<file path="src/rtl/s6_out_skid_if.sv">
// s6 output-stage handshake bundle: upstream z side and downstream dout side.
// master = environment around the stage, slave = the skid stage itself.
interface s6_out_skid_if #(
    parameter int DATAWIDTH = 64
);
    logic [DATAWIDTH-1:0] z;
    logic                 z_valid;
    logic                 z_ready;
    logic [DATAWIDTH-1:0] dout;
    logic                 dout_valid;
    logic                 dout_ready;

    modport master (
        output z, z_valid, dout_ready,
        input  z_ready, dout, dout_valid
    );

    modport slave (
        input  z, z_valid, dout_ready,
        output z_ready, dout, dout_valid
    );
endinterface

</file>
<file path="src/rtl/s6_out_skid.sv">
// s6 output stage: 2-entry skid buffer, registered valid/ready, delivered-word count.
// Define Z_ACCUM_EN to add the saturating running-sum accumulator (acc, acc_clr).
module s6_out_skid #(
    parameter int DATAWIDTH = 64,
    parameter int CNTWIDTH  = 16
) (
    input  logic                clk,
    input  logic                rst,
    s6_out_skid_if.slave        s6,
    output logic [CNTWIDTH-1:0] count
`ifdef Z_ACCUM_EN
    ,
    output logic [DATAWIDTH-1:0] acc,
    input  logic                 acc_clr
`endif
);
    typedef enum logic [1:0] {
        EMPTY = 2'd0,
        ONE   = 2'd1,
        FULL  = 2'd2
    } state_t;

    state_t               r_state;
    state_t               w_next;
    logic                 r_z_ready;
    logic                 r_dout_valid;
    logic [DATAWIDTH-1:0] r_main;
    logic [DATAWIDTH-1:0] r_skid;
    logic [CNTWIDTH-1:0]  r_count;

    logic w_accept;
    logic w_deliver;
    logic w_main_from_z;
    logic w_main_from_skid;
    logic w_skid_from_z;

    assign w_accept  = s6.z_valid & r_z_ready;
    assign w_deliver = r_dout_valid & s6.dout_ready;

    // ready/valid are registered copies of the next occupancy
    always_ff @(posedge clk) begin
        if (rst) begin
            r_state      <= EMPTY;
            r_z_ready    <= 1'b1;
            r_dout_valid <= 1'b0;
        end else begin
            r_state      <= w_next;
            r_z_ready    <= (w_next != FULL);
            r_dout_valid <= (w_next != EMPTY);
        end
    end

    always_comb begin
        w_next = r_state;
        unique case (r_state)
            EMPTY: if (w_accept) w_next = ONE;
            ONE: begin
                if (w_accept && !w_deliver)
                    w_next = FULL;
                else if (!w_accept && w_deliver)
                    w_next = EMPTY;
            end
            FULL: if (w_deliver) w_next = ONE;
            default: w_next = EMPTY;
        endcase
    end

    always_comb begin
        w_main_from_z    = 1'b0;
        w_main_from_skid = 1'b0;
        w_skid_from_z    = 1'b0;
        unique case (r_state)
            EMPTY: w_main_from_z = w_accept;
            ONE: begin
                w_main_from_z = w_accept & w_deliver;
                w_skid_from_z = w_accept & ~w_deliver;
            end
            FULL: w_main_from_skid = w_deliver;
            default: ;
        endcase
    end

    always_ff @(posedge clk) begin
        if (rst) begin
            r_main  <= '0;
            r_skid  <= '0;
            r_count <= '0;
        end else begin
            if (w_main_from_z)
                r_main <= s6.z;
            else if (w_main_from_skid)
                r_main <= r_skid;
            if (w_skid_from_z)
                r_skid <= s6.z;
            if (w_deliver)
                r_count <= r_count + 1'b1;
        end
    end

    assign s6.z_ready    = r_z_ready;
    assign s6.dout_valid = r_dout_valid;
    assign s6.dout       = r_main;
    assign count         = r_count;

`ifdef Z_ACCUM_EN
    localparam logic [DATAWIDTH-1:0] ACC_MAX = {1'b0, {(DATAWIDTH-1){1'b1}}};
    localparam logic [DATAWIDTH-1:0] ACC_MIN = {1'b1, {(DATAWIDTH-1){1'b0}}};

    logic [DATAWIDTH-1:0] r_acc;
    logic [DATAWIDTH:0]   w_sum;
    logic [DATAWIDTH-1:0] w_sat;

    // one guard bit: top two bits differ only on overflow
    assign w_sum = {r_acc[DATAWIDTH-1], r_acc}
                 + {r_main[DATAWIDTH-1], r_main};

    always_comb begin
        w_sat = w_sum[DATAWIDTH-1:0];
        if (w_sum[DATAWIDTH] != w_sum[DATAWIDTH-1])
            w_sat = w_sum[DATAWIDTH] ? ACC_MIN : ACC_MAX;
    end

    always_ff @(posedge clk) begin
        if (rst)
            r_acc <= '0;
        else if (acc_clr)
            r_acc <= w_deliver ? r_main : '0;
        else if (w_deliver)
            r_acc <= w_sat;
    end

    assign acc = r_acc;
`endif
endmodule

</file>
<file path="src/flat_wrapper.sv">
// flat-port wrapper written by rule: the top's interface ports become plain ports
module s6_out_skid_flat 
#(
    parameter int DATAWIDTH = 64,
    parameter int CNTWIDTH  = 16
)
  (clk, rst, count, s6_z, s6_z_valid, s6_dout_ready, s6_z_ready, s6_dout, s6_dout_valid);
  s6_out_skid_if #(.DATAWIDTH(DATAWIDTH)) s6_i ();
  input  logic clk;
  input  logic rst;
  output logic [CNTWIDTH-1:0] count;
  input wire logic [$bits(s6_i.z)-1:0] s6_z;
  input wire logic [$bits(s6_i.z_valid)-1:0] s6_z_valid;
  input wire logic [$bits(s6_i.dout_ready)-1:0] s6_dout_ready;
  output wire logic [$bits(s6_i.z_ready)-1:0] s6_z_ready;
  output wire logic [$bits(s6_i.dout)-1:0] s6_dout;
  output wire logic [$bits(s6_i.dout_valid)-1:0] s6_dout_valid;
  assign s6_i.z = s6_z;
  assign s6_i.z_valid = s6_z_valid;
  assign s6_i.dout_ready = s6_dout_ready;
  assign s6_z_ready = s6_i.z_ready;
  assign s6_dout = s6_i.dout;
  assign s6_dout_valid = s6_i.dout_valid;
  s6_out_skid #(.DATAWIDTH(DATAWIDTH), .CNTWIDTH(CNTWIDTH)) u_core (.clk(clk), .rst(rst), .s6(s6_i), .count(count));
endmodule
</file>
<file path="config.mk">
export PLATFORM = sky130hd
export DESIGN_NAME = s6_out_skid_flat
export DESIGN_NICKNAME = d
export VERILOG_FILES = /design/src/rtl/s6_out_skid_if.sv /design/src/rtl/s6_out_skid.sv /design/src/flat_wrapper.sv
export SDC_FILE = /design/constraint.sdc
export NUM_CORES = 1
export LEC_CHECK = 0
export ABC_CLOCK_PERIOD_IN_PS = 1700
export BUFFER_PORTS_ARGS = -buffer_cell sky130_fd_sc_hd__buf_2
export CORE_MARGIN = 8
export CORE_UTILIZATION = 38
export DETAILED_ROUTE_END_ITERATION = 8
export PLACE_DENSITY = 0.61
export SYNTH_ARGS = -nofsm -noshare
export SYNTH_HDL_FRONTEND = slang
export SYNTH_SLANG_ARGS = --single-unit
</file>
<file path="constraint.sdc">
create_clock -name clk -period 1.7 [get_ports clk]
set_input_delay 0.085 -clock clk [delete_from_list [all_inputs] [get_ports clk]]
set_output_delay 0.085 -clock clk [all_outputs]
set_load 0.03 [all_outputs]
</file>
==> impl_metrics.prom, run 1 <==
# TYPE chip_impl_metric gauge
chip_impl_info{name="cts_tree",value="done"} 1
chip_impl_info{name="synth_top_flop_cell",value="dfxtp_1"} 1
chip_impl_metric{name="port-buffer-count",unit=""} 149
chip_impl_metric{name="n_antenna_cell",unit=""} 0
chip_impl_info{name="cts_root_buf",value="clkbuf_16"} 1
chip_impl_metric{name="wl_per_cell",unit="um"} 14.9
chip_impl_metric{name="seq_power_share",unit="%"} 40.6
chip_impl_metric{name="syn-instance-count",unit=""} 743
chip_impl_metric{name="synth_compound_area_share",unit="%"} 16.5
chip_impl_metric{name="worstPathRequired",unit="ns"} 2.03
chip_impl_metric{name="filler_cell_count",unit=""} 1429
chip_impl_metric{name="worst_margin_pin_slew",unit="ns"} 0.326
chip_impl_metric{name="die_h",unit="um"} 141
chip_impl_metric{name="pin_count_of_the_biggest_net_entering_global_routing",unit=""} 69
chip_impl_metric{name="mappedNetlistNets",unit=""} 812
chip_impl_metric{name="asyncSetResetFlopFracSynth",unit="%"} 0
chip_impl_metric{name="cellPowerDensity",unit="nW/um^2"} 1160
chip_impl_metric{name="multiplexer_area_fraction_after_synthesis",unit="%"} 0.190
chip_impl_info{name="timing.hold.worst.class",value="input port to flip-flop"} 1
chip_impl_metric{name="yosysSeqAreaShare",unit="%"} 50.0
chip_impl_metric{name="share_of_post_route_cells_with_drive_strength_above_1",unit="%"} 23.3
chip_impl_info{name="startpoint_type",value="flip-flop"} 1
chip_impl_metric{name="placement.setup.worst_slack",unit="ns"} 0.0610
chip_impl_metric{name="multi_input_area",unit="um^2"} 2680
chip_impl_metric{name="place_hpwl",unit="um"} 10400
chip_impl_metric{name="synth-adder-area-share",unit="%"} 0.211
chip_impl_info{name="outcome",value="complete, no violations"} 1
chip_impl_metric{name="finalNonFillerCells",unit=""} 1137
chip_impl_metric{name="initial_core_util",unit="%"} 39.0
chip_impl_metric{name="netlist.area_leader.share",unit="%"} 50.0
chip_impl_metric{name="fp.dieArea",unit="um^2"} 19800
chip_impl_metric{name="warnings_synthesis",unit=""} 0
chip_impl_info{name="yosys.cell_count.top_type",value="nand2_1"} 1
chip_impl_metric{name="mappedNetlistArea",unit="um^2"} 5930
chip_impl_metric{name="netSwitchingPower",unit="mW"} 2.61
chip_impl_metric{name="arrival",unit="ns"} 1.95
chip_impl_metric{name="fin_nets",unit=""} 1006
chip_impl_metric{name="overflow",unit=""} 0
chip_impl_metric{name="final_core_util",unit="%"} 54.4
chip_impl_metric{name="syn_to_final_growth",unit="%"} 39.7
chip_impl_metric{name="cap_violations",unit=""} 0
chip_impl_metric{name="routability_congestion_estimate_from_global_placement",unit=""} 0.775
chip_impl_info{name="synth_top_family_by_area",value="simple AND/OR/NAND/NOR gates"} 1
chip_impl_metric{name="synth_xor_xnor_area_share",unit="%"} 1.48
chip_impl_info{name="setup.worst_path.end_class",value="flip-flop"} 1
chip_impl_metric{name="clock_sink_count",unit=""} 148
chip_impl_info{name="min-delay-start",value="rst"} 1
chip_impl_metric{name="vdd_ir_drop_max",unit="uV"} 904
chip_impl_metric{name="antenna_violations_before_repair",unit=""} 0
chip_impl_metric{name="drt_first_iter_violations",unit=""} 448
chip_impl_metric{name="timing.max_slew.rel_slack",unit="%"} 78.3
chip_impl_metric{name="power_report.internal_total",unit="mW"} 6.97
chip_impl_metric{name="first_global_vias",unit=""} 5612
chip_impl_metric{name="grt_first_pass_wirelength",unit="um"} 28400
chip_impl_info{name="synth_top_cell_by_area",value="dfxtp_1"} 1
chip_impl_metric{name="num_io_pins",unit=""} 150
chip_impl_info{name="netlist_top_cells_count",value="nand2_1, dfxtp_1, nor2_1, a21oi_1, nand3_1"} 1
chip_impl_metric{name="leakage",unit="nW"} 3.31
chip_impl_metric{name="timing.fmax",unit="MHz"} 619
chip_impl_metric{name="clock_skew",unit="ns"} 0.00848
chip_impl_metric{name="finalWorstPathRequiredPeriod",unit="ns"} 1.62
chip_impl_metric{name="avgSynthCellArea",unit="um^2"} 7.98
chip_impl_metric{name="power.share.combinational",unit="%"} 17.3
chip_impl_metric{name="remaining_drc_errors",unit=""} 0
chip_impl_metric{name="clock_group_share_of_total_power",unit="%"} 42.2
chip_impl_info{name="startpoint",value="u_core.count[6]$_SDFFE_PP0P_"} 1
chip_impl_metric{name="ys_ff_latch",unit=""} 148
chip_impl_metric{name="core.rowCount",unit=""} 45
chip_impl_metric{name="synth_edf_count",unit=""} 0
chip_impl_info{name="criticalPathCategory",value="flip-flop to flip-flop"} 1
chip_impl_metric{name="route.antenna.remaining_nets",unit=""} 0
chip_impl_metric{name="area.sequential",unit="um^2"} 2970
chip_impl_metric{name="chipWidth",unit="um"} 141
chip_impl_metric{name="hold_viol",unit=""} 0
chip_impl_metric{name="numPlacedInstances",unit=""} 1042
chip_impl_metric{name="cts_htree_levels",unit=""} 4
chip_impl_metric{name="path_clk_slew",unit="ns"} 0.06
chip_impl_metric{name="core_area",unit="um^2"} 15200
chip_impl_metric{name="tritoncts.num_buffers",unit=""} 17
chip_impl_metric{name="groute.usage.overall",unit="%"} 17.3
chip_impl_metric{name="drt_wl_total",unit="um"} 17000
chip_impl_metric{name="clock_latency_on_the_worst_skew_pair",unit="ns"} 0.41
chip_impl_metric{name="p_sw_share",unit="%"} 27.3
chip_impl_metric{name="cts_buffer_depth",unit=""} 2
chip_impl_metric{name="timing.final.setup_violations",unit=""} 0
chip_impl_metric{name="via_count_normalized_by_instance_count",unit=""} 5.10
chip_impl_metric{name="synthesized_area_fraction_occupied_by_and_or_nand_nor_cells",unit="%"} 26.6
chip_impl_metric{name="detailroute.via_count",unit=""} 5803
chip_impl_metric{name="layout_worst_path_cycle_share",unit="%"} 95.0
chip_impl_metric{name="finalHoldWorstSlack",unit="ns"} 0.0239
chip_impl_metric{name="detail_route.first_pass.iterations",unit=""} 4
chip_impl_metric{name="crit_fanout",unit=""} 6
chip_impl_info{name="r2r-start",value="u_core.count[6]$_SDFFE_PP0P_"} 1
chip_impl_info{name="grt_setup_unrepaired",value="false"} 1
chip_impl_metric{name="fin_ws",unit="ns"} 0.0845
chip_impl_metric{name="finalMaxSlewViolations",unit=""} 0
chip_impl_metric{name="synth.lib_cells_used.distinct",unit=""} 31
chip_impl_info{name="ys_top_cells_by_area",value="dfxtp_1, nand2_1, a311oi_1"} 1
[power groups by stage]
stage	clock network, mW	registers (mW)	logic [mW]
global placement	0	3.95	1.54
CTS	4.12	3.89	1.66
detailed placement	0	3.96	1.54
global route	4.27	3.92	1.80
floorplan	0	4.33	0.631
finish	4.04	3.89	1.65
[through the flow]
stage	total power [mW]	instance area, um^2	setup TNS, ns
floorplan	4.96	5930	-0.0220
finish	9.58	8280	0
global route	9.99	8280	0
CTS	9.67	8280	0
detailed placement	5.50	6990	0
global placement	5.49	6990	0
[metal layers]
layer / GRT usage [%] / up-vias / routed length, um
met2: 27.5 / 145 / 7890
met3: 5.03 / 16 / 1120
met1: 21.9 / 2686 / 7730
li1: - / 2956 / -
met4: 5.94 / 0 / 241
met5: 0 / - / 0
[timing repair]
item / 4_1_cts / 5_1_grt
buffers inserted: 0 / 0
gates resized for setup: 0 / 1
hold buffers: 64 / 0
endpoints found under the hold margin: 128 / 0
setup endpoints to repair: 0 / 1
[final timing paths]
kind | endpoint | slack [ns] | cells after the start
worst max-delay path | u_core.count[15]$_SDFFE_PP0P_ | 0.08 | 4
worst min-delay path | u_core.r_skid[59]$_SDFFE_PP0P_ | 0.02 | 2
worst max register to register | u_core.count[15]$_SDFFE_PP0P_ | 0.08 | 4
worst min register to register | u_core.r_skid[46]$_SDFFE_PP0P_ | 0.45 | 2
[critical path, cell delays in order (launching register included)]
cell,delay [ns]
dfxtp_1,0.38
and4_2,0.34
nand4_4,0.13
or4_1,0.51
a21oi_1,0.18
[cell usage in the layout (no fill, tap or decap), types with 2 or more instances in the layout]
master,instances
a21oi_1,73
a311oi_1,64
and4_1,2
buf_12,12
buf_2,148
buf_4,15
bufinv_16,4
clkbuf_16,17
clkbuf_8,5
clkinv_2,2
dfxtp_1,144
dfxtp_2,4
dlygate4sd3_1,64
inv_1,3
nand2_1,203
nand3_1,67
nand4_1,5
nor2_1,77
nor3_1,2
o21ai_0,2
o31ai_1,3
or3_2,2
or4_1,3
xnor2_1,3
xor2_1,7
[cell type report]
type                    instances  share of cell area, %
well taps                     188                   2.84
multi-input cells             528                   32.4
flip-flops and latches        148                   35.9
inverters                       3                  0.136
clock buffers                  23                   6.02
repair buffers                239                   21.0
clock inverters                 8                   1.77
[logic make-up after synthesis]
logic type | count (synthesis)
buf+inv | 67
mux | 1
simple gates | 372
fa+ha+maj | 1
xor+xnor | 10
flops | 148
compound gates | 144
[registers in the layout, indices dropped and copies added, names as in the netlist]
name,flops
u_core.r_skid,64
u_core.count,16
u_core.s6.dout,64
u_core.s6.dout_valid,1
u_core.r_state,2
u_core.s6.z_ready,1
Power figures use the tool's default switching activity.
==> inputs of run 2 (changes only) <==
--- a/config.mk
+++ b/config.mk
@@ -7,10 +7,12 @@
 export LEC_CHECK = 0
 export ABC_CLOCK_PERIOD_IN_PS = 1700
 export BUFFER_PORTS_ARGS = -buffer_cell sky130_fd_sc_hd__buf_2
+export CELL_PAD_IN_SITES_DETAIL_PLACEMENT = 0
+export CELL_PAD_IN_SITES_GLOBAL_PLACEMENT = 1
 export CORE_MARGIN = 8
 export CORE_UTILIZATION = 38
 export DETAILED_ROUTE_END_ITERATION = 8
-export PLACE_DENSITY = 0.61
+export PLACE_DENSITY = 0.8
 export SYNTH_ARGS = -nofsm -noshare
 export SYNTH_HDL_FRONTEND = slang
 export SYNTH_SLANG_ARGS = --single-unit
==> run 2 against run 1 <==
Effect of this change: via count is 0.71% higher; flip-flop and latch count unchanged; clock skew down 0.00056 ns; critical path depth did not move; sequential power is essentially flat; non-clock buffer count up 6; power shrank 4.1%; register-to-register slack improved by 0.03 ns; cell count up 0.53%.
==> impl_metrics.prom, run 2 (same netlist as run 1, synthesis figures left out) <==
# TYPE chip_impl_metric gauge
chip_impl_info{name="outcome",value="complete, no violations"} 1
chip_impl_metric{name="filler_cell_count",unit=""} 1446
chip_impl_metric{name="groute.usage.overall",unit="%"} 17.9
chip_impl_metric{name="num_io_pins",unit=""} 150
chip_impl_metric{name="ff2ff_setup_slack",unit="ns"} 0.11
chip_impl_metric{name="overflow",unit=""} 0
chip_impl_info{name="critPathTopFamily",value="simple AND/OR/NAND/NOR gates"} 1
chip_impl_metric{name="chipWidth",unit="um"} 141
chip_impl_info{name="r2r-start",value="u_core.count[6]$_SDFFE_PP0P_"} 1
chip_impl_metric{name="grt_first_pass_wirelength",unit="um"} 29400
chip_impl_metric{name="detail_route.first_pass.iterations",unit=""} 5
chip_impl_metric{name="fin_ws",unit="ns"} 0.114
chip_impl_metric{name="timing.max_slew.rel_slack",unit="%"} 63.4
chip_impl_metric{name="timing.final.setup_violations",unit=""} 0
chip_impl_metric{name="cp_num_buf_inv",unit=""} 0
chip_impl_metric{name="routability_congestion_estimate_from_global_placement",unit=""} 0.782
chip_impl_metric{name="worst_margin_pin_slew",unit="ns"} 0.548
chip_impl_info{name="cpMaxStageDelayCell",value="or4_1"} 1
chip_impl_metric{name="finalWorstPathRequiredPeriod",unit="ns"} 1.59
chip_impl_info{name="top_layer",value="met4"} 1
chip_impl_info{name="mostFrequentLayoutCell",value="nand2_1"} 1
chip_impl_metric{name="path_clk_slew",unit="ns"} 0.06
chip_impl_metric{name="postPlaceCellArea",unit="um^2"} 7040
chip_impl_metric{name="cellPowerDensity",unit="nW/um^2"} 1110
chip_impl_metric{name="remaining_drc_errors",unit=""} 0
chip_impl_metric{name="drt_wl_total",unit="um"} 17400
chip_impl_metric{name="wl_met2",unit="um"} 8150
chip_impl_metric{name="cts_htree_levels",unit=""} 4
chip_impl_metric{name="wl_per_cell",unit="um"} 15.3
chip_impl_metric{name="clock_sink_count",unit=""} 148
chip_impl_metric{name="timing.fmax",unit="MHz"} 630
chip_impl_metric{name="worst_r2r_path_depth",unit=""} 4
chip_impl_metric{name="clock_group_share_of_total_power",unit="%"} 39.3
chip_impl_metric{name="totalPowerFinal",unit="mW"} 9.19
chip_impl_info{name="cp_cell_sequence",value="and4_1, nand4_4, or4_1, a21oi_1"} 1
chip_impl_metric{name="pin_count_of_the_biggest_net_entering_global_routing",unit=""} 51
chip_impl_metric{name="detailroute.via_count",unit=""} 5844
chip_impl_metric{name="crit_fanout",unit=""} 6
chip_impl_metric{name="fp.dieArea",unit="um^2"} 19800
chip_impl_metric{name="tritoncts.num_buffers",unit=""} 17
chip_impl_info{name="worstHoldEndpoint",value="u_core.count[1]$_SDFFE_PP0P_"} 1
chip_impl_info{name="criticalPathCategory",value="flip-flop to flip-flop"} 1
chip_impl_metric{name="power.share.combinational",unit="%"} 18.4
chip_impl_metric{name="finalHoldWorstSlack",unit="ns"} 0.0919
chip_impl_metric{name="place_hpwl",unit="um"} 10800
chip_impl_metric{name="vdd_ir_drop_max",unit="uV"} 702
chip_impl_info{name="min-delay-start",value="s6_dout_ready"} 1
chip_impl_metric{name="fin_area",unit="um^2"} 8260
chip_impl_info{name="grt_setup_unrepaired",value="false"} 1
chip_impl_metric{name="die_h",unit="um"} 141
chip_impl_metric{name="fin_nets",unit=""} 1012
chip_impl_info{name="setup.worst_path.end_class",value="flip-flop"} 1
chip_impl_metric{name="met1_wl",unit="um"} 8040
chip_impl_metric{name="cts_buffer_depth",unit=""} 2
chip_impl_metric{name="met3_length",unit="um"} 1030
chip_impl_metric{name="placement.setup.worst_slack",unit="ns"} 0.0686
chip_impl_metric{name="clock_skew",unit="ns"} 0.00791
chip_impl_metric{name="hold_viol",unit=""} 0
chip_impl_metric{name="route.antenna.remaining_nets",unit=""} 0
chip_impl_metric{name="antenna_violations_before_repair",unit=""} 0
chip_impl_info{name="timing.hold.worst.class",value="input port to flip-flop"} 1
chip_impl_metric{name="via_count_normalized_by_instance_count",unit=""} 5.11
chip_impl_info{name="worst_reg2reg_endpoint",value="u_core.count[15]$_SDFFE_PP0P_"} 1
chip_impl_metric{name="finalMaxSlewViolations",unit=""} 0
chip_impl_info{name="final_cell_mix",value="nand2_1, buf_2, dfxtp_1, nor2_1, a21oi_1"} 1
chip_impl_info{name="startpoint_type",value="flip-flop"} 1
chip_impl_metric{name="seq_power_share",unit="%"} 42.3
chip_impl_metric{name="arrival",unit="ns"} 1.94
chip_impl_metric{name="share_of_post_route_cells_with_drive_strength_above_1",unit="%"} 23.8
chip_impl_metric{name="peak_per_stage_delay_on_the_critical_path",unit="ns"} 0.53
chip_impl_metric{name="power_report.internal_total",unit="mW"} 6.55
chip_impl_metric{name="cap_violations",unit=""} 0
chip_impl_metric{name="worstPathRequired",unit="ns"} 2.06
chip_impl_metric{name="leakage",unit="nW"} 3.31
chip_impl_metric{name="drt_first_iter_violations",unit=""} 344
chip_impl_metric{name="layout_worst_path_cycle_share",unit="%"} 93.3
chip_impl_info{name="cts_root_buf",value="clkbuf_16"} 1
chip_impl_metric{name="core_area",unit="um^2"} 15200
chip_impl_metric{name="initial_core_util",unit="%"} 39.0
chip_impl_info{name="cts_tree",value="done"} 1
chip_impl_metric{name="first_global_vias",unit=""} 5801
chip_impl_metric{name="port-buffer-count",unit=""} 149
chip_impl_metric{name="netSwitchingPower",unit="mW"} 2.65
chip_impl_metric{name="clock_latency_on_the_worst_skew_pair",unit="ns"} 0.42
chip_impl_metric{name="p_sw_share",unit="%"} 28.8
chip_impl_metric{name="n_antenna_cell",unit=""} 0
chip_impl_metric{name="syn_to_final_growth",unit="%"} 39.4
chip_impl_metric{name="core.rowCount",unit=""} 45
chip_impl_metric{name="hold_path_depth",unit=""} 4
==> run 2: cell types whose count changed in the layout (fill, tap and decap cells not counted), sizes merged <==
cell	before	now
clkinvlp	1	4
buf	175	181
bufinv	4	1
==> run 2: per-stage QoR <==
stage | setup TNS (ns) | util (%) | cells
floorplan | -0.0220 | - | 743
global placement | 0 | 46.3 | 1047
detailed placement | 0 | 46.3 | 1047
CTS | 0 | 54.3 | 1142
global route | 0 | 54.4 | 1143
finish | 0 | 54.4 | 1143
==> run 2: power by group through the flow <==
| stage | logic (mW) | clock network (mW) | registers [mW] |
|---|---|---|---|
| floorplan | 0.631 | 0 | 4.33 |
| global placement | 1.57 | 0 | 3.96 |
| detailed placement | 1.58 | 0 | 3.96 |
| CTS | 1.70 | 3.70 | 3.89 |
| global route | 1.84 | 3.86 | 3.92 |
| finish | 1.69 | 3.61 | 3.89 |
==> run 2: layout make-up <==
class	instances	area, um^2	area share [%]
repair buffers	245	1790	21.7
well taps	188	235	2.85
inverters	3	11.3	0.136
clock inverters	8	75.1	0.909
flip-flops and latches	148	2970	35.9
clock buffers	23	498	6.03
multi-input cells	528	2680	32.5
==> run 2: layer usage <==
metal  up-vias  global-route usage, %
li1       2971                      -
met4         0                   6.79
met5         -                      0
met2       140                   28.7
met3        17                   4.49
met1      2716                   22.6
==> run 2: worst reg2reg max path, delay by kind of cell, from the launching register on <==
family          cells  cell delay (ns)
compound gates      1             0.14
simple gates        3             1.06
flops               1             0.32
==> run 2: how the worst max path moves through the flow <==
| stage | from | to | slack (ns) | depth (start not counted) |
|---|---|---|---|---|
| after CTS | u_core.r_state[1]$_SDFF_PP0_ | u_core.s6.dout[34]$_SDFFE_PP0P_ | 0.06 | 5 |
| after floorplan | u_core.count[5]$_SDFFE_PP0P_ | u_core.count[15]$_SDFFE_PP0P_ | -0.02 | 5 |
| final | u_core.count[6]$_SDFFE_PP0P_ | u_core.count[15]$_SDFFE_PP0P_ | 0.11 | 4 |
| after global routing | u_core.r_state[0]$_SDFF_PP0_ | u_core.s6.dout[34]$_SDFFE_PP0P_ | 0.02 | 5 |
| after global placement | u_core.r_state[1]$_SDFF_PP0_ | u_core.s6.dout[59]$_SDFFE_PP0P_ | 0.14 | 5 |
| after detailed placement | u_core.r_state[1]$_SDFF_PP0_ | u_core.s6.dout[34]$_SDFFE_PP0P_ | 0.07 | 5 |
==> run 2: what timing repair did <==
item / CTS / global route
setup endpoints to repair: 0 / 13
setup buffers: 0 / 1
endpoints found under the hold margin: 128 / 0
gates resized for setup: 0 / 1
hold buffers: 64 / 0
==> inputs of run 3 (changes only) <==
--- a/config.mk
+++ b/config.mk
@@ -13,6 +13,7 @@
 export CORE_UTILIZATION = 38
 export DETAILED_ROUTE_END_ITERATION = 8
 export PLACE_DENSITY = 0.8
+export RECOVER_POWER = 100
 export SYNTH_ARGS = -nofsm -noshare
 export SYNTH_HDL_FRONTEND = slang
 export SYNTH_SLANG_ARGS = --single-unit
==> run 3 against run 2 <==
Effect of this change: die area unchanged; first-iteration DRC count grew 3.5%; power down 0.77%; critical path depth unchanged; final area shrank 1.5%; largest cell class unchanged.
==> impl_metrics.prom, run 3 (same netlist as run 1, synthesis figures left out) <==
# TYPE chip_impl_metric gauge
chip_impl_info{name="outcome",value="complete, no violations"} 1
chip_impl_info{name="r2r-start",value="u_core.count[6]$_SDFFE_PP0P_"} 1
chip_impl_metric{name="timing.max_slew.rel_slack",unit="%"} 62.9
chip_impl_metric{name="clock_group_share_of_total_power",unit="%"} 39.4
chip_impl_metric{name="first_global_vias",unit=""} 5801
chip_impl_info{name="cpMaxStageDelayCell",value="or4_1"} 1
chip_impl_metric{name="clock_latency_on_the_worst_skew_pair",unit="ns"} 0.41
chip_impl_metric{name="finalHoldWorstSlack",unit="ns"} 0.106
chip_impl_metric{name="peak_per_stage_delay_on_the_critical_path",unit="ns"} 0.53
chip_impl_metric{name="worst_margin_pin_slew",unit="ns"} 0.556
chip_impl_metric{name="worst_r2r_path_depth",unit=""} 4
chip_impl_metric{name="fp.dieArea",unit="um^2"} 19800
chip_impl_metric{name="pin_count_of_the_biggest_net_entering_global_routing",unit=""} 51
chip_impl_metric{name="crit_fanout",unit=""} 6
chip_impl_info{name="cts_root_buf",value="clkbuf_16"} 1
chip_impl_info{name="min-delay-start",value="s6_dout_ready"} 1
chip_impl_metric{name="remaining_drc_errors",unit=""} 0
chip_impl_metric{name="finalWorstPathRequiredPeriod",unit="ns"} 1.58
chip_impl_metric{name="drt_first_iter_violations",unit=""} 356
chip_impl_metric{name="p_sw_share",unit="%"} 28.9
chip_impl_info{name="criticalPathCategory",value="flip-flop to flip-flop"} 1
chip_impl_metric{name="place_hpwl",unit="um"} 10800
chip_impl_info{name="timing.hold.worst.class",value="input port to flip-flop"} 1
chip_impl_metric{name="leakage",unit="nW"} 2.99
chip_impl_metric{name="clock_sink_count",unit=""} 148
chip_impl_metric{name="tritoncts.num_buffers",unit=""} 17
chip_impl_metric{name="via_count_normalized_by_instance_count",unit=""} 5.09
chip_impl_metric{name="finalMaxSlewViolations",unit=""} 0
chip_impl_metric{name="path_depth",unit=""} 4
chip_impl_metric{name="port-buffer-count",unit=""} 149
chip_impl_info{name="cp_cell_sequence",value="and4_1, nand4_4, or4_1, a21oi_1"} 1
chip_impl_metric{name="core_area",unit="um^2"} 15200
chip_impl_metric{name="netSwitchingPower",unit="mW"} 2.64
chip_impl_metric{name="timing.final.setup_violations",unit=""} 0
chip_impl_metric{name="antenna_violations_before_repair",unit=""} 0
chip_impl_metric{name="path_clk_slew",unit="ns"} 0.06
chip_impl_metric{name="die_h",unit="um"} 141
chip_impl_metric{name="arrival",unit="ns"} 1.93
chip_impl_metric{name="cts_buffer_depth",unit=""} 2
chip_impl_metric{name="cts_htree_levels",unit=""} 4
chip_impl_metric{name="groute.usage.overall",unit="%"} 17.9
chip_impl_metric{name="clock_skew",unit="ns"} 0.00568
chip_impl_metric{name="wl_per_cell",unit="um"} 15.2
chip_impl_metric{name="cap_violations",unit=""} 0
chip_impl_metric{name="seq_power_share",unit="%"} 42.7
chip_impl_metric{name="share_of_post_route_cells_with_drive_strength_above_1",unit="%"} 14.9
chip_impl_info{name="critPathTopFamily",value="simple AND/OR/NAND/NOR gates"} 1
chip_impl_metric{name="power_report.internal_total",unit="mW"} 6.49
chip_impl_metric{name="chipWidth",unit="um"} 141
chip_impl_info{name="startpoint",value="u_core.count[6]$_SDFFE_PP0P_"} 1
chip_impl_metric{name="initial_core_util",unit="%"} 39.0
chip_impl_metric{name="hold_path_depth",unit=""} 4
chip_impl_metric{name="layout_worst_path_cycle_share",unit="%"} 93.1
chip_impl_metric{name="setup-tns-final",unit="ns"} 0
chip_impl_metric{name="core.rowCount",unit=""} 45
chip_impl_metric{name="vdd_ir_drop_max",unit="uV"} 685
chip_impl_metric{name="ff2ff_setup_slack",unit="ns"} 0.12
chip_impl_metric{name="n_antenna_cell",unit=""} 0
chip_impl_metric{name="fin_nets",unit=""} 1012
chip_impl_info{name="startpoint_type",value="flip-flop"} 1
chip_impl_metric{name="cp_num_buf_inv",unit=""} 0
chip_impl_metric{name="power.share.combinational",unit="%"} 17.8
chip_impl_metric{name="grt_first_pass_wirelength",unit="um"} 29400
chip_impl_metric{name="drt_wl_total",unit="um"} 17400
chip_impl_metric{name="route.antenna.remaining_nets",unit=""} 0
chip_impl_info{name="mostFrequentLayoutCell",value="nand2_1"} 1
chip_impl_metric{name="detail_route.first_pass.iterations",unit=""} 4
chip_impl_metric{name="routability_congestion_estimate_from_global_placement",unit=""} 0.782
chip_impl_info{name="final_cell_mix",value="nand2_1, dfxtp_1, clkbuf_1, nor2_1, a21oi_1"} 1
chip_impl_info{name="cts_tree",value="done"} 1
chip_impl_metric{name="cellPowerDensity",unit="nW/um^2"} 1120
chip_impl_info{name="grt_setup_unrepaired",value="false"} 1
chip_impl_metric{name="detailroute.via_count",unit=""} 5818
chip_impl_metric{name="hold_viol",unit=""} 0
chip_impl_metric{name="worstPathRequired",unit="ns"} 2.05
chip_impl_info{name="setup.worst_path.end_class",value="flip-flop"} 1
chip_impl_metric{name="timing.fmax",unit="MHz"} 632
chip_impl_metric{name="overflow",unit=""} 0
chip_impl_metric{name="num_io_pins",unit=""} 150
chip_impl_metric{name="syn_to_final_growth",unit="%"} 37.4
-- run 3: cell types whose count changed in the layout (fill, tap and decap cells not counted), sizes merged --
cell,before,now
clkbuf,23,107
buf,181,97
-- run 3: metal layers --
| metal | vias to the layer above | wire (um) | global-route usage [%] |
|---|---|---|---|
| li1 | 2971 | - | - |
| met5 | - | 0 | 0 |
| met3 | 6 | 911 | 4.49 |
| met4 | 0 | 95 | 6.79 |
| met1 | 2700 | 8050 | 22.6 |
| met2 | 141 | 8360 | 28.7 |
-- run 3: final cells by class --
class | instances | area, um^2
Clock buffer | 23 | 498
Clock inverter | 8 | 75.1
Fill cell | 1499 | 7060
Inverter | 3 | 11.3
Multi-Input combinational cell | 528 | 2680
Sequential cell | 148 | 2970
Tap cell | 188 | 235
Timing Repair Buffer | 245 | 1670
-- run 3: power by group through the flow --
stage | Combinational (mW) | Clock, mW | Sequential [mW]
3_3_place_gp | 1.57 | 0 | 3.96
3_5_place_dp | 1.58 | 0 | 3.96
4_1_cts | 1.70 | 3.70 | 3.89
2_1_floorplan | 0.631 | 0 | 4.33
5_1_grt | 1.78 | 3.86 | 3.93
6_report | 1.63 | 3.60 | 3.90
-- run 3: metrics by stage --
stage | util, % | setup slack, ns | cell area, um^2 | instances | total power, mW
floorplan | - | -0.0220 | 5930 | 743 | 4.96
global placement | 46.3 | 0.144 | 7040 | 1047 | 5.53
detailed placement | 46.3 | 0.0686 | 7040 | 1047 | 5.54
CTS | 54.3 | 0.0620 | 8250 | 1142 | 9.29
global route | 53.6 | 0.0168 | 8140 | 1143 | 9.57
finish | 53.6 | 0.117 | 8140 | 1143 | 9.12
-- run 3: final timing paths --
| check | to |
|---|---|
| min reg2reg | u_core.r_skid[58]$_SDFFE_PP0P_ |
| max reg2reg | u_core.count[15]$_SDFFE_PP0P_ |
| min | u_core.count[1]$_SDFFE_PP0P_ |
| max | u_core.count[15]$_SDFFE_PP0P_ |
-- run 3: tightest hold or removal path, delay by kind of cell --
kind            cells  cell delay (ns)
compound gates      1             0.06
buf+inv             1             0.13
simple gates        2             0.21
-- run 3: timing repair --
item,CTS,global route
setup endpoints to repair,0,13
hold buffers,64,0
endpoints found under the hold margin,128,0
gates resized for setup,0,1
setup buffers,0,1
